### config.mk
export PLATFORM = sky130hd
export DESIGN_NAME = alu_mdu_issue_decoder_flat
export DESIGN_NICKNAME = d
export VERILOG_FILES = /design/src/rtl/alu_mdu_issue_decoder_if.sv /design/src/rtl/alu_mdu_issue_decoder.sv /design/src/flat_wrapper.sv
export SDC_FILE = /design/constraint.sdc
export NUM_CORES = 1
export LEC_CHECK = 0
export BUFFER_PORTS_ARGS = -buffer_cell sky130_fd_sc_hd__buf_2
export CAP_MARGIN = 5
export CORE_UTILIZATION = 53
export CTS_CLUSTER_DIAMETER = 100
export DETAILED_ROUTE_END_ITERATION = 6
export PLACE_DENSITY = 0.82
export SYNTH_ARGS = -nofsm -noshare
export SYNTH_HDL_FRONTEND = slang
export SYNTH_SLANG_ARGS = --single-unit
### constraint.sdc
create_clock -name clk -period 3.25 [get_ports clk]
set_input_delay 0.1625 -clock clk [delete_from_list [all_inputs] [get_ports clk]]
set_output_delay 0.1625 -clock clk [all_outputs]
set_load 0.1 [all_outputs]
### src/rtl/alu_mdu_issue_decoder_if.sv
// ID -> decoder -> EX handshake bundle for the ALU/MDU issue decoder.
// The ALU function codes live here so both the interface and the decoder see them.
`ifndef ALU_FUNCT_WIDTH
`define ALU_FUNCT_WIDTH 4
`define ALU_FUNCT_ADD  4'd0
`define ALU_FUNCT_SUB  4'd1
`define ALU_FUNCT_SLL  4'd2
`define ALU_FUNCT_SLT  4'd3
`define ALU_FUNCT_SLTU 4'd4
`define ALU_FUNCT_XOR  4'd5
`define ALU_FUNCT_SRL  4'd6
`define ALU_FUNCT_SRA  4'd7
`define ALU_FUNCT_OR   4'd8
`define ALU_FUNCT_AND  4'd9
`endif

interface alu_mdu_issue_decoder_if;
  logic                        in_valid;
  logic                        in_ready;
  logic [2:0]                  funct3;
  logic [6:0]                  funct7;
  logic                        is_imm;
  logic                        controlOverride;
  logic                        out_valid;
  logic                        out_ready;
  logic [`ALU_FUNCT_WIDTH-1:0] alu_funct;
  logic [2:0]                  mdu_funct;
  logic                        use_mdu;
  logic                        illegal;
  logic                        mdu_busy;

  // ID/EX side
  modport master (
    output in_valid, funct3, funct7, is_imm, controlOverride, out_ready,
    input  in_ready, out_valid, alu_funct, mdu_funct, use_mdu, illegal, mdu_busy
  );

  // decoder side
  modport slave (
    input  in_valid, funct3, funct7, is_imm, controlOverride, out_ready,
    output in_ready, out_valid, alu_funct, mdu_funct, use_mdu, illegal, mdu_busy
  );
endinterface

### src/rtl/alu_mdu_issue_decoder.sv
// Registered ALU / RV32M decoder between ID and EX. One-entry output stage;
// MDU ops are held while the iterative mul/div unit is still occupied.
`ifndef ALU_FUNCT_WIDTH
`define ALU_FUNCT_WIDTH 4
`define ALU_FUNCT_ADD  4'd0
`define ALU_FUNCT_SUB  4'd1
`define ALU_FUNCT_SLL  4'd2
`define ALU_FUNCT_SLT  4'd3
`define ALU_FUNCT_SLTU 4'd4
`define ALU_FUNCT_XOR  4'd5
`define ALU_FUNCT_SRL  4'd6
`define ALU_FUNCT_SRA  4'd7
`define ALU_FUNCT_OR   4'd8
`define ALU_FUNCT_AND  4'd9
`endif

module alu_mdu_issue_decoder #(
  parameter int ENABLE_M   = 1,
  parameter int MUL_CYCLES = 1,
  parameter int DIV_CYCLES = 32
) (
  input  logic                       clk,
  input  logic                       rst_n,
  alu_mdu_issue_decoder_if.slave     bus
);

  localparam int CW = $clog2(DIV_CYCLES + 1);
  localparam logic [CW-1:0] MUL_LD = CW'(MUL_CYCLES);
  localparam logic [CW-1:0] DIV_LD = CW'(DIV_CYCLES);

  localparam logic [6:0] F7_BASE = 7'b0000000;
  localparam logic [6:0] F7_ALT  = 7'b0100000;
  localparam logic [6:0] F7_MDU  = 7'b0000001;

  typedef struct packed {
    logic [`ALU_FUNCT_WIDTH-1:0] alu_funct;
    logic [2:0]                  mdu_funct;
    logic                        use_mdu;
    logic                        illegal;
  } op_t;

  localparam op_t OP_RST = '{alu_funct: `ALU_FUNCT_ADD, mdu_funct: 3'd0,
                             use_mdu: 1'b0, illegal: 1'b0};

  op_t           op_q, op_d, dec;
  logic          full_q, full_d;
  logic [CW-1:0] cnt_q, cnt_d;
  logic          busy, out_valid, handoff, in_ready, accept;

  assign busy      = (cnt_q != '0);
  assign out_valid = full_q && !(op_q.use_mdu && busy);
  assign handoff   = out_valid && bus.out_ready;
  assign in_ready  = !full_q || handoff;
  assign accept    = bus.in_valid && in_ready;

  // Decode the presented instruction; every path starts from a clean ADD
  // so nothing stale leaks from a previous op.
  always_comb begin
    dec = OP_RST;
    if (bus.controlOverride) begin
      dec = OP_RST;
    end else if (!bus.is_imm && (ENABLE_M != 0) && bus.funct7 == F7_MDU) begin
      dec.use_mdu   = 1'b1;
      dec.mdu_funct = bus.funct3;
    end else begin
      unique case (bus.funct3)
        3'b000: begin
          // ADDI carries a sign-extended immediate in funct7; never SUB.
          if (bus.is_imm || bus.funct7 == F7_BASE) dec.alu_funct = `ALU_FUNCT_ADD;
          else if (bus.funct7 == F7_ALT)          dec.alu_funct = `ALU_FUNCT_SUB;
          else                                    dec.illegal   = 1'b1;
        end
        3'b101: begin
          if (bus.funct7 == F7_BASE)     dec.alu_funct = `ALU_FUNCT_SRL;
          else if (bus.funct7 == F7_ALT) dec.alu_funct = `ALU_FUNCT_SRA;
          else                           dec.illegal   = 1'b1;
        end
        3'b001: begin
          if (bus.funct7 == F7_BASE) dec.alu_funct = `ALU_FUNCT_SLL;
          else                       dec.illegal   = 1'b1;
        end
        default: begin
          if (bus.is_imm || bus.funct7 == F7_BASE) begin
            unique case (bus.funct3)
              3'b010:  dec.alu_funct = `ALU_FUNCT_SLT;
              3'b011:  dec.alu_funct = `ALU_FUNCT_SLTU;
              3'b100:  dec.alu_funct = `ALU_FUNCT_XOR;
              3'b110:  dec.alu_funct = `ALU_FUNCT_OR;
              default: dec.alu_funct = `ALU_FUNCT_AND;
            endcase
          end else begin
            dec.illegal = 1'b1;
          end
        end
      endcase
    end
  end

  // Stage occupancy, held op and MDU occupancy counter next-state.
  always_comb begin
    full_d = full_q;
    op_d   = op_q;
    cnt_d  = cnt_q;
    if (handoff) full_d = 1'b0;
    if (accept) begin
      full_d = 1'b1;
      op_d   = dec;
    end
    if (handoff && op_q.use_mdu) cnt_d = op_q.mdu_funct[2] ? DIV_LD : MUL_LD;
    else if (busy)               cnt_d = cnt_q - CW'(1);
  end

  // State registers; reset drops any held op and clears MDU occupancy.
  always_ff @(posedge clk or negedge rst_n) begin
    if (!rst_n) begin
      full_q <= 1'b0;
      op_q   <= OP_RST;
      cnt_q  <= '0;
    end else begin
      full_q <= full_d;
      op_q   <= op_d;
      cnt_q  <= cnt_d;
    end
  end

  assign bus.in_ready  = in_ready;
  assign bus.out_valid = out_valid;
  assign bus.alu_funct = op_q.alu_funct;
  assign bus.mdu_funct = op_q.mdu_funct;
  assign bus.use_mdu   = op_q.use_mdu;
  assign bus.illegal   = op_q.illegal;
  assign bus.mdu_busy  = busy;

endmodule
### src/flat_wrapper.sv
// flat-port wrapper written by rule: the top's interface ports become plain ports
module alu_mdu_issue_decoder_flat 
#(
  parameter int ENABLE_M   = 1,
  parameter int MUL_CYCLES = 1,
  parameter int DIV_CYCLES = 32
)
  (clk, rst_n, bus_in_valid, bus_funct3, bus_funct7, bus_is_imm, bus_controlOverride, bus_out_ready, bus_in_ready, bus_out_valid, bus_alu_funct, bus_mdu_funct, bus_use_mdu, bus_illegal, bus_mdu_busy);
  alu_mdu_issue_decoder_if bus_i ();
  input  logic clk;
  input  logic rst_n;
  input wire logic [$bits(bus_i.in_valid)-1:0] bus_in_valid;
  input wire logic [$bits(bus_i.funct3)-1:0] bus_funct3;
  input wire logic [$bits(bus_i.funct7)-1:0] bus_funct7;
  input wire logic [$bits(bus_i.is_imm)-1:0] bus_is_imm;
  input wire logic [$bits(bus_i.controlOverride)-1:0] bus_controlOverride;
  input wire logic [$bits(bus_i.out_ready)-1:0] bus_out_ready;
  output wire logic [$bits(bus_i.in_ready)-1:0] bus_in_ready;
  output wire logic [$bits(bus_i.out_valid)-1:0] bus_out_valid;
  output wire logic [$bits(bus_i.alu_funct)-1:0] bus_alu_funct;
  output wire logic [$bits(bus_i.mdu_funct)-1:0] bus_mdu_funct;
  output wire logic [$bits(bus_i.use_mdu)-1:0] bus_use_mdu;
  output wire logic [$bits(bus_i.illegal)-1:0] bus_illegal;
  output wire logic [$bits(bus_i.mdu_busy)-1:0] bus_mdu_busy;
  assign bus_i.in_valid = bus_in_valid;
  assign bus_i.funct3 = bus_funct3;
  assign bus_i.funct7 = bus_funct7;
  assign bus_i.is_imm = bus_is_imm;
  assign bus_i.controlOverride = bus_controlOverride;
  assign bus_i.out_ready = bus_out_ready;
  assign bus_in_ready = bus_i.in_ready;
  assign bus_out_valid = bus_i.out_valid;
  assign bus_alu_funct = bus_i.alu_funct;
  assign bus_mdu_funct = bus_i.mdu_funct;
  assign bus_use_mdu = bus_i.use_mdu;
  assign bus_illegal = bus_i.illegal;
  assign bus_mdu_busy = bus_i.mdu_busy;
  alu_mdu_issue_decoder #(.ENABLE_M(ENABLE_M), .MUL_CYCLES(MUL_CYCLES), .DIV_CYCLES(DIV_CYCLES)) u_core (.clk(clk), .rst_n(rst_n), .bus(bus_i));
endmodule
# Word-level counts from Yosys, hierarchy flattened
# Index checks and enable logic that the tools add are counted.
# totals
regBits	16
out_inout_bits	12
in_bits	16
# op_classes
addsub	1
n_eq_ne	8
muxes	23
n_reduce_logical	16
# op_table
operator	n
two-way mux 4 bit	5
two-way mux 6 bit	3
case mux 4 bit (4 select lines)	1
case mux 4 bit (3 select lines)	1
== test 3 bit (second input constant)	3
two-way mux 1 bit	9
two-way mux 9 bit	1
== test 7 x 1 -> 1 bit (second input constant)	1
== test 7 x 6 -> 1 bit (second input constant)	1
logical NOT 7 bit	1
== test 3 x 2 -> 1 bit (second input constant)	2
logical AND 1 bit	6
nonzero test 6 bit	1
subtractor 6 x 1 -> 6 bit (second input constant)	1
nonzero test 2 bit	2
== test 3 x 1 -> 1 bit (second input constant)	1
logical NOT 1 bit	3
logical NOT 3 bit	1
two-way mux 3 bit	1
case mux 1 bit (3 select lines)	1
logical OR 1 bit	2
two-way mux 2 bit	1

# Depth between registers and ports, before layout
# Gate-level depths: netlist (run 1).
# logic_depth
ltp_word	8
mapped_depth	8
mapped_depth_nobuf	7

# Worst setup path after synthesis (run 1)
# OpenSTA, ideal clock, no wires.
# synth_path
kind	flip-flop to output port
from	register u_core.cnt_q[0]
to	output bus_out_valid
n_path_buf	0
arrival_ns	2.483
path_slack_ns	0.605
stages_incl_launch_ff	7
path_cell_list	dfrtp_1 inv_1 ha_1 nor2b_1 nand2_1 nand2_1 and2_1
# synth_via
elab_chain_cells	4
# synth_rtl
item	line	rtl
start: declaration	alu_mdu_issue_decoder.sv:47	logic [CW-1:0] cnt_q, cnt_d;
start signal: assignment	alu_mdu_issue_decoder.sv:122	cnt_q <= cnt_d;
nonzero test 6 bit	alu_mdu_issue_decoder.sv:50	assign busy = (cnt_q != '0);
named net bus_mdu_busy	flat_wrapper.sv:24	output wire logic [$bits(bus_i.mdu_busy)-1:0] bus_mdu_busy;
logical AND 1 bit	alu_mdu_issue_decoder.sv:51	assign out_valid = full_q && !(op_q.use_mdu && busy);
logical NOT 1 bit	alu_mdu_issue_decoder.sv:51	
logical AND 1 bit	alu_mdu_issue_decoder.sv:51	
end: declaration	flat_wrapper.sv:19	output wire logic [$bits(bus_i.out_valid)-1:0] bus_out_valid;
# The timed path passes the listed nets, and every way through them passes these cells.

# Worst setup path after layout (run 1)
# layout_path
from	register u_core.cnt_q[0]
to	output bus_in_ready
# layout_via
elab_chain_cells	6
# layout_rtl
item	line	rtl
nonzero test 6 bit	alu_mdu_issue_decoder.sv:50	
logical AND 1 bit	alu_mdu_issue_decoder.sv:51	
logical NOT 1 bit	alu_mdu_issue_decoder.sv:51	
logical AND 1 bit	alu_mdu_issue_decoder.sv:51	
logical AND 1 bit	alu_mdu_issue_decoder.sv:52	assign handoff = out_valid && bus.out_ready;
logical OR 1 bit	alu_mdu_issue_decoder.sv:53	assign in_ready = !full_q || handoff;
end: declaration	flat_wrapper.sv:18	output wire logic [$bits(bus_i.in_ready)-1:0] bus_in_ready;
# No other way between the ends.

==> metrics.csv, run 1 <==
metric,value,unit
worstSetupStartpointType,register,
synth_nets,121,
dpl.cell_count,152,
rr_worst_depth,8,
grt_use_total,24.7,%
leakage,0.000581,µW
power.internal,403,µW
r2r-end,u_core.bus.mdu_funct[1]$_DFFE_PN0P_,
antenna_found_initial,0,
ant_nets,0,
worst-endpoint-arrival,2.07,ns
cts_max_level,1,
grt_max_degree,17,
fmaxAchievable,0.449,GHz
synth_edf_count,0,
insertion_delay,0.29,ns
initial_utilization,59.3,%
wirelength,2030,µm
cpLargestDelayFamily,simple AND/OR/NAND/NOR gates,
syn2layout_area_growth,21.7,%
grt_pass1_vias,843,
synth-seq-area-share,42.3,%
syn-cell-area,946,µm²
row_count,14,
critPathMaxStageDelay,0.42,ns
cp_slowest_cell,dfrtp_1,
clock-sinks,16,
synth_seq_cells,16,
nets,152,
remaining_drc_errors,0,
whs,0.0879,ns
syn_inst,103,
whs_path_depth,2,
cp.buffers_inverters,2,
cts_tree,done,
final_cell_mix,"buf_2, dfrtp_1, nand2_1",
status,completed,
finalMaxSlewViolations,0,
crit_type,reg -> out,
cts.clk_slew.worst_paths,0.09,ns
r2r_start,u_core.cnt_q[0]$_DFFE_PN0P_,
end_kind,output port,
worstPathCellList,"inv_1, ha_1, nor2b_1, nand2_1, nand2_1, nand2_1, nand2_1, buf_2",
p_sw,261,µW
wl_per_cell,12.9,µm
combPwrFrac,38.4,%
tightest_slew,0.489,ns
async_flop_share,100,%
clockBufferDepth,2,
numCtsBuffers,3,
dr.first_iter.drc_count,19,
syn_area_per_cell,9.18,µm²
clkPwrFrac,19.0,%
power.density,577,nW/µm²
cap_violations,0,
yosysUniqueCellTypes,35,
die_area,1960,µm²
cp_common_cell,nand2_1,
die_y,44.2,µm
drt-vias-per-instance,5.64,
drive_above_1_share,27.1,%
finalWeightedCongestion,0.807,
critPathRequiredTime,3.09,ns
synth-main-ff-cell,dfrtp_1,
final_util,72.2,%
setup_viol,0,
final_common_cell,buf_2,
crit_fanout,10,
final_cells,157,
rrSetupSlack,1.29,ns
grt_setup_unrepaired,false,
firstDrtPassIters,6,
grt_pass1_wl,3560,µm
core_area,1590,µm²
portBuffers,27,
diodes,0,
dieWidth,44.2,µm
hold_viol,0,
min_to,u_core.full_q$_DFFE_PN0P_,
fin_tns_setup,0,ns
finalCriticalPeriod,2.23,ns
yosys_warnings,0,
vdd_drop_max,0.361,mV
hold_start,bus_in_valid,
fin_crit_sh,68.5,%
max_slew_margin,67.6,%
clockRootBuffer,clkbuf_4,
p_seq_share,42.6,%
hp-class,in -> reg,
grt.overflow.total,0,
io_pins,28,
switching_share,39.3,%
post_cts_buffers,0,
cts_resized,0,
clock_skew,0.0101,ns
num_vias,886,
post-dp-hpwl,1600,µm
kinds of logic (layout without fill, tap and decap cells):
group | Yosys count | in the layout | synth area share (%)
and+or+nand+nor | 39 | 39 | 23.0
AOI/OAI and AO/OA | 33 | 33 | 24.2
DFF | 16 | 16 | 42.3
buffers and inverters | 9 | 39 | 3.84
adders and majority gates | 2 | 2 | 2.65
xor gates and xnor gates | 2 | 2 | 1.85
muxes | 2 | 2 | 2.12
per-stage QoR:
stage               power, µW  area, µm²  worst slack [ns]
CTS                       669       1150              1.03
global route              706       1150             0.867
detailed placement        542       1100              1.33
floorplan                 481        946             0.605
finish                    664       1150              1.02
global placement          531       1100              1.36
final cells by class:
| class | instances | area (µm²) |
|---|---|---|
| inverter | 6 | 22.5 |
| timing repair buffer | 29 | 153 |
| tap | 24 | 30.0 |
| sequential | 16 | 400 |
| clock buffer | 4 | 36.3 |
| multi-input combinational | 78 | 509 |
| fill | 124 | 443 |
synthesized netlist by cell type, types with 2 or more instances:
cell	number	area, µm²
nor2_1	9	33.8
o21ai_0	5	25.0
nand2_1	11	41.3
a22o_1	5	43.8
a21oi_1	8	40.0
ha_1	2	25.0
a21o_1	5	37.5
buf_2	2	10.0
nor3_1	4	20.0
nor2b_1	2	12.5
nand3_1	2	10.0
nand2b_1	2	12.5
inv_1	6	22.5
dfrtp_1	16	400
a32o_1	3	30.0
mux2i_1	2	20.0
power by group through the flow:
stage                     sequential, µW  combinational (µW)  clock, µW
final                                283                 255        126
after global routing                 287                 282        137
after CTS                            283                 257        129
after detailed placement             287                 255          0
after global placement               283                 248          0
after floorplan                      316                 165          0
timing repair:
action | in CTS | in global routing
setup endpoints to repair | 0 | 0
hold buffers | 1 | 0
hold endpoints to repair | 16 | 0
sequential cells by signal, summed over array words and instances (netlist names):
register / flops
u_core.bus.mdu_funct: 3
u_core.cnt_q: 6
u_core.full_q: 1
u_core.bus.alu_funct: 4
u_core.bus.use_mdu: 1
u_core.bus.illegal: 1
worst register-to-register path, delay by kind of cell (launching register included):
kind,cells,cell delay (ns)
adder cells (fa/ha/maj),1,0.13
AO/OA/AOI/OAI,2,0.23
AND/OR/NAND/NOR,3,0.83
buffers and inverters,2,0.27
flip-flops,1,0.42
worst max-delay path by stage:
stage                                startpoint                                   to  slack (ns)  depth (start not counted)
finish              u_core.cnt_q[0]$_DFFE_PN0P_                         bus_in_ready        1.02                          8
global route        u_core.cnt_q[0]$_DFFE_PN0P_                         bus_in_ready        0.87                          8
CTS                 u_core.cnt_q[0]$_DFFE_PN0P_                         bus_in_ready        1.03                          8
detailed placement  u_core.cnt_q[0]$_DFFE_PN0P_  u_core.bus.mdu_funct[0]$_DFFE_PN0P_        1.33                          8
global placement    u_core.cnt_q[0]$_DFFE_PN0P_  u_core.bus.mdu_funct[1]$_DFFE_PN0P_        1.36                          8
floorplan           u_core.cnt_q[0]$_DFFE_PN0P_                        bus_out_valid        0.60                          6
routing by layer:
layer / global-route usage (%) / routed length [µm]
met5: 0 / 0
met4: 9.09 / 36
met3: 3.67 / 86
met2: 42.4 / 1010
met1: 31.3 / 893
Power figures use the tool's default switching activity.
==> inputs of run 2 (changes only) <==
--- a/config.mk
+++ b/config.mk
@@ -7,10 +7,10 @@
 export LEC_CHECK = 0
 export BUFFER_PORTS_ARGS = -buffer_cell sky130_fd_sc_hd__buf_2
 export CAP_MARGIN = 5
-export CORE_UTILIZATION = 53
+export CORE_UTILIZATION = 50
 export CTS_CLUSTER_DIAMETER = 100
 export DETAILED_ROUTE_END_ITERATION = 6
-export PLACE_DENSITY = 0.82
+export PLACE_DENSITY = 0.78
 export SYNTH_ARGS = -nofsm -noshare
 export SYNTH_HDL_FRONTEND = slang
 export SYNTH_SLANG_ARGS = --single-unit
==> constraint.sdc (replaced) <==
create_clock -name clk -period 2.2 [get_ports clk]
set_input_delay 0.11 -clock clk [delete_from_list [all_inputs] [get_ports clk]]
set_output_delay 0.11 -clock clk [all_outputs]
set_load 0.1 [all_outputs]
==> run 2 against run 1 <==
Compared with the run above: highest routed layer unchanged; die area up 5.7%; sequential share of layout area about the same; non-clock buffer count is the same; routed wire length shrank 2.1%; utilization is 6.3 points lower; critical endpoint unchanged; sequential cell count stayed put; critical path depth did not move; clock skew is 0.0083 ns lower; count of clock-buffer cells in the layout down 1.
==> metrics.csv, run 2 (synthesized netlist as in run 1, its figures left out) <==
metric,value,unit
grt_pass1_wl,3090,µm
switching_share,40.8,%
clock_skew,0.00183,ns
dpl.cell_count,153,
placed_cell_area,1110,µm²
max_flop_register,u_core.cnt_q,
rr_worst_depth,8,
fin_crit_sh,92.2,%
p_seq_share,43.8,%
ant_nets,0,
worstSetupStartpointType,register,
setup_viol,0,
diodes,0,
clockBufferDepth,2,
vdd_drop_max,0.463,mV
status,completed,
initial_utilization,54.2,%
die_area,2070,µm²
portBuffers,27,
wl_per_cell,12.7,µm
grt_use_total,20.9,%
dr.first_iter.drc_count,26,
end_kind,output port,
fmaxAchievable,0.493,GHz
power.density,825,nW/µm²
hp-class,in -> reg,
final_common_cell,buf_2,
grt_max_degree,17,
remaining_drc_errors,0,
nets,152,
drt-vias-per-instance,5.41,
wirelength,1990,µm
final_cells,157,
hold_viol,0,
drive_above_1_share,28.8,%
insertion_delay,0.28,ns
final_area,1150,µm²
fin_tns_setup,0,ns
core_area,1750,µm²
final_util,65.9,%
cts_tree,done,
clockRootBuffer,clkbuf_4,
combPwrFrac,40.7,%
clock-sinks,16,
max_slew_margin,67.7,%
crit_type,reg -> out,
tightest_slew,0.489,ns
die_y,45.5,µm
p_sw,387,µW
grt.overflow.total,0,
numCtsBuffers,3,
worst-endpoint-arrival,1.92,ns
finalMaxSlewViolations,0,
crit_fanout,10,
firstDrtPassIters,4,
power.internal,561,µW
cts.clk_slew.worst_paths,0.08,ns
clkPwrFrac,15.5,%
row_count,15,
leakage,0.000578,µW
critPathRequiredTime,2.09,ns
report.power.total,948,µW
dieWidth,45.5,µm
post-dp-hpwl,1510,µm
whs_path_depth,2,
fillers,149,
finalCriticalPeriod,2.03,ns
rrSetupSlack,0.21,ns
syn2layout_area_growth,21.6,%
antenna_found_initial,0,
final_cell_mix,"buf_2, dfrtp_1, nand2_1, nor2_1, a21oi_1",
io_pins,28,
grt_setup_unrepaired,false,
cts_max_level,1,
finalWeightedCongestion,0.889,
largest_reg_flops,6,
grt_pass1_vias,749,
cap_violations,0,
num_vias,849,
-- run 2: cell type report --
cell class	instances	area (µm²)	area share [%]
clock buffer	3	22.5	1.96
inverter	6	22.5	1.96
multi-input combinational	78	515	44.8
sequential	16	400	34.8
tap	25	31.3	2.72
timing repair buffer	29	158	13.7
-- run 2: power groups by stage --
| stage | combinational [µW] | clock [µW] | sequential (µW) |
|---|---|---|---|
| detailed placement | 380 | 0 | 421 |
| finish | 386 | 147 | 415 |
| floorplan | 248 | 0 | 467 |
| global route | 421 | 160 | 424 |
| global placement | 373 | 0 | 417 |
| CTS | 385 | 152 | 416 |
-- run 2: repair_timing --
action                                  in CTS  in global routing
hold buffers                                 1                  0
endpoints found under the setup margin       0                  2
resized for setup                            0                  2
endpoints found under the hold margin       16                  0
setup buffers                                0                  0
-- run 2: worst paths after layout --
| path | endpoint | from |
|---|---|---|
| min in group asynchronous | u_core.bus.alu_funct[3]$_DFFE_PN0P_ | rst_n |
| worst max-delay path | bus_in_ready | u_core.cnt_q[0]$_DFFE_PN0P_ |
| worst max register to register | u_core.bus.mdu_funct[1]$_DFFE_PN0P_ | u_core.cnt_q[0]$_DFFE_PN0P_ |
| worst min-delay path | u_core.full_q$_DFFE_PN0P_ | bus_in_valid |
| worst min register to register | u_core.bus.alu_funct[1]$_DFFE_PN0P_ | u_core.bus.alu_funct[1]$_DFFE_PN0P_ |
| max in group asynchronous | u_core.cnt_q[2]$_DFFE_PN0P_ | rst_n |
-- run 2: routing by layer --
layer  share of wire, %  vias up  GRT usage [%]  routed length [µm]
met5                  0        -              0                   0
met4                1.1        0           7.88                  22
met3                5.3        4           6.75                 106
met2                 44       22           30.9                 872
met1                 50      387           28.3                 986
li1                   -      436              -                   -
-- run 2: critical path, cell delays in order, from the launching register on --
cell	delay, ns
dfrtp_1	0.41
inv_1	0.09
ha_1	0.14
nor2b_1	0.23
nand2_2	0.17
nand2_1	0.13
nand2_1	0.08
nand2_2	0.06
clkbuf_4	0.32
-- run 2: stage by stage --
stage	hold WS, ns	setup slack [ns]
2_1_floorplan	-0.186	0.209
3_3_place_gp	0.0308	0.338
3_5_place_dp	0.0400	0.249
4_1_cts	0.0347	0.0739
5_1_grt	0.0370	0.0608
6_report	0.0459	0.172
==> inputs of run 3 (changes only) <==
--- a/config.mk
+++ b/config.mk
@@ -10,7 +10,7 @@
 export CORE_UTILIZATION = 50
 export CTS_CLUSTER_DIAMETER = 100
 export DETAILED_ROUTE_END_ITERATION = 6
-export PLACE_DENSITY = 0.78
+export PLACE_DENSITY_LB_ADDON = 0.12
 export SYNTH_ARGS = -nofsm -noshare
 export SYNTH_HDL_FRONTEND = slang
 export SYNTH_SLANG_ARGS = --single-unit
==> run 3 against run 2 <==
Compared with the run above: count of clock-buffer cells in the layout rose by 1; non-clock buffer count rose by 1; critical path depth did not move; utilization rose by 1.2 points; final cell count rose by 1.3%; critical endpoint unchanged.
==> metrics.csv, run 3 (synthesized netlist as in run 1, its figures left out) <==
metric,value,unit
clockRootBuffer,clkbuf_4,
placed_cell_area,1120,µm²
switching_share,39.9,%
nets,153,
portBuffers,27,
die_area,2070,µm²
status,completed,
numCtsBuffers,3,
finalWeightedCongestion,0.801,
firstDrtPassIters,4,
multi_input_area,515,µm²
io_pins,28,
max_slew_margin,67.5,%
clkPwrFrac,19.6,%
final_common_cell,buf_2,
grt_use_total,21.9,%
power.density,852,nW/µm²
row_count,15,
whs,0.0273,ns
cts.clk_slew.worst_paths,0.09,ns
power.internal,600,µW
critPathRequiredTime,2.09,ns
fin_crit_sh,93.0,%
grt.overflow.total,0,
core_area,1750,µm²
crit_type,reg -> out,
p_sw,398,µW
dieWidth,45.5,µm
num_vias,877,
wl_per_cell,12.9,µm
max_flop_register,u_core.cnt_q,
tightest_slew,0.491,ns
final_area,1170,µm²
post-dp-hpwl,1560,µm
antenna_found_initial,0,
crit_fanout,10,
die_y,45.5,µm
diodes,0,
setup_viol,0,
hp-class,in -> reg,
fillers,158,
wirelength,2050,µm
ant_nets,0,
clockBufferDepth,2,
post_cts_buffers,0,
seq_area,400,µm²
leakage,0.000590,µW
grt_setup_unrepaired,false,
finalCriticalPeriod,2.05,ns
fin_tns_setup,0,ns
dr.first_iter.drc_count,19,
cts_max_level,1,
hold_viol,0,
cap_violations,0,
vdd_drop_max,0.646,mV
drt-vias-per-instance,5.52,
fmaxAchievable,0.489,GHz
finalMaxSlewViolations,0,
initial_utilization,54.2,%
insertion_delay,0.29,ns
drive_above_1_share,29.9,%
combPwrFrac,38.8,%
p_seq_share,41.6,%
worstSetupStartpointType,register,
r2r_start,u_core.cnt_q[0]$_DFFE_PN0P_,
grt_pass1_vias,763,
whs_path_depth,2,
grt_max_degree,17,
final_cell_mix,"buf_2, dfrtp_1, nand2_1, nor2_1, a21oi_1",
end_kind,output port,
hold_start,bus_in_valid,
clock-sinks,16,
cts_tree,done,
rr_worst_depth,7,
grt_pass1_wl,3240,µm
largest_reg_flops,6,
clock_skew,0.00476,ns
syn2layout_area_growth,23.8,%
crit_start,u_core.cnt_q[0]$_DFFE_PN0P_,
worst-endpoint-arrival,1.94,ns
remaining_drc_errors,0,
-- run 3: repair_timing --
| action | in CTS | in global routing |
|---|---|---|
| endpoints found under the hold margin | 16 | 0 |
| endpoints found under the setup margin | 0 | 2 |
| hold buffers | 1 | 0 |
| gates resized for setup | 0 | 2 |
-- run 3: worst max-delay path, stage by stage (launching register included) --
cell and delay [ns]:
dfrtp_1 0.41, inv_1 0.10, ha_1 0.14, nor2b_1 0.22, nand2_2 0.18, nand2_1 0.14, nand2_1 0.09, nand2_2 0.07
clkbuf_4 0.32
-- run 3: layout make-up --
cell class / count / share of cell area [%]
clock buffers: 4 / 3.10
inverters: 6 / 1.92
multi-input cells: 78 / 44.0
flip-flops and latches: 16 / 34.2
well taps: 25 / 2.67
repair buffers: 30 / 14.1
-- run 3: path summary, 6_finish.rpt --
| check | endpoint | slack (ns) |
|---|---|---|
| max | bus_in_ready | 0.15 |
| min in group asynchronous | u_core.bus.mdu_funct[2]$_DFFE_PN0P_ | 0.25 |
| min | u_core.full_q$_DFFE_PN0P_ | 0.03 |
| max in group asynchronous | u_core.cnt_q[1]$_DFFE_PN0P_ | 1.69 |
| max reg2reg | u_core.bus.illegal$_DFFE_PN0P_ | 0.30 |
| min reg2reg | u_core.cnt_q[0]$_DFFE_PN0P_ | 0.50 |
-- run 3: through the flow --
| stage | worst slack, ns | utilization [%] | power (µW) | std cells |
|---|---|---|---|---|
| 3_5_place_dp | 0.338 | 64.2 | 801 | 154 |
| 5_1_grt | 0.0181 | 67.1 | 1070 | 159 |
| 4_1_cts | 0.0518 | 66.8 | 1010 | 159 |
| 3_3_place_gp | 0.374 | 64.2 | 791 | 154 |
| 2_1_floorplan | 0.209 | - | 714 | 103 |
| 6_report | 0.154 | 67.1 | 998 | 159 |
-- run 3: routing by layer --
metal | track usage (%) | up-vias | part of all wire, %
met5 | 0 | - | 0
met4 | 10.9 | 0 | 1.4
met3 | 2.78 | 4 | 5.8
met2 | 32.6 | 29 | 44
met1 | 31.0 | 406 | 48
li1 | - | 438 | -
-- run 3: power by group through the flow --
stage	Sequential, µW	Combinational [µW]	Clock (µW)
floorplan	467	248	0
global route	422	431	218
global placement	417	375	0
detailed placement	420	381	0
finish	415	387	196
CTS	413	390	202
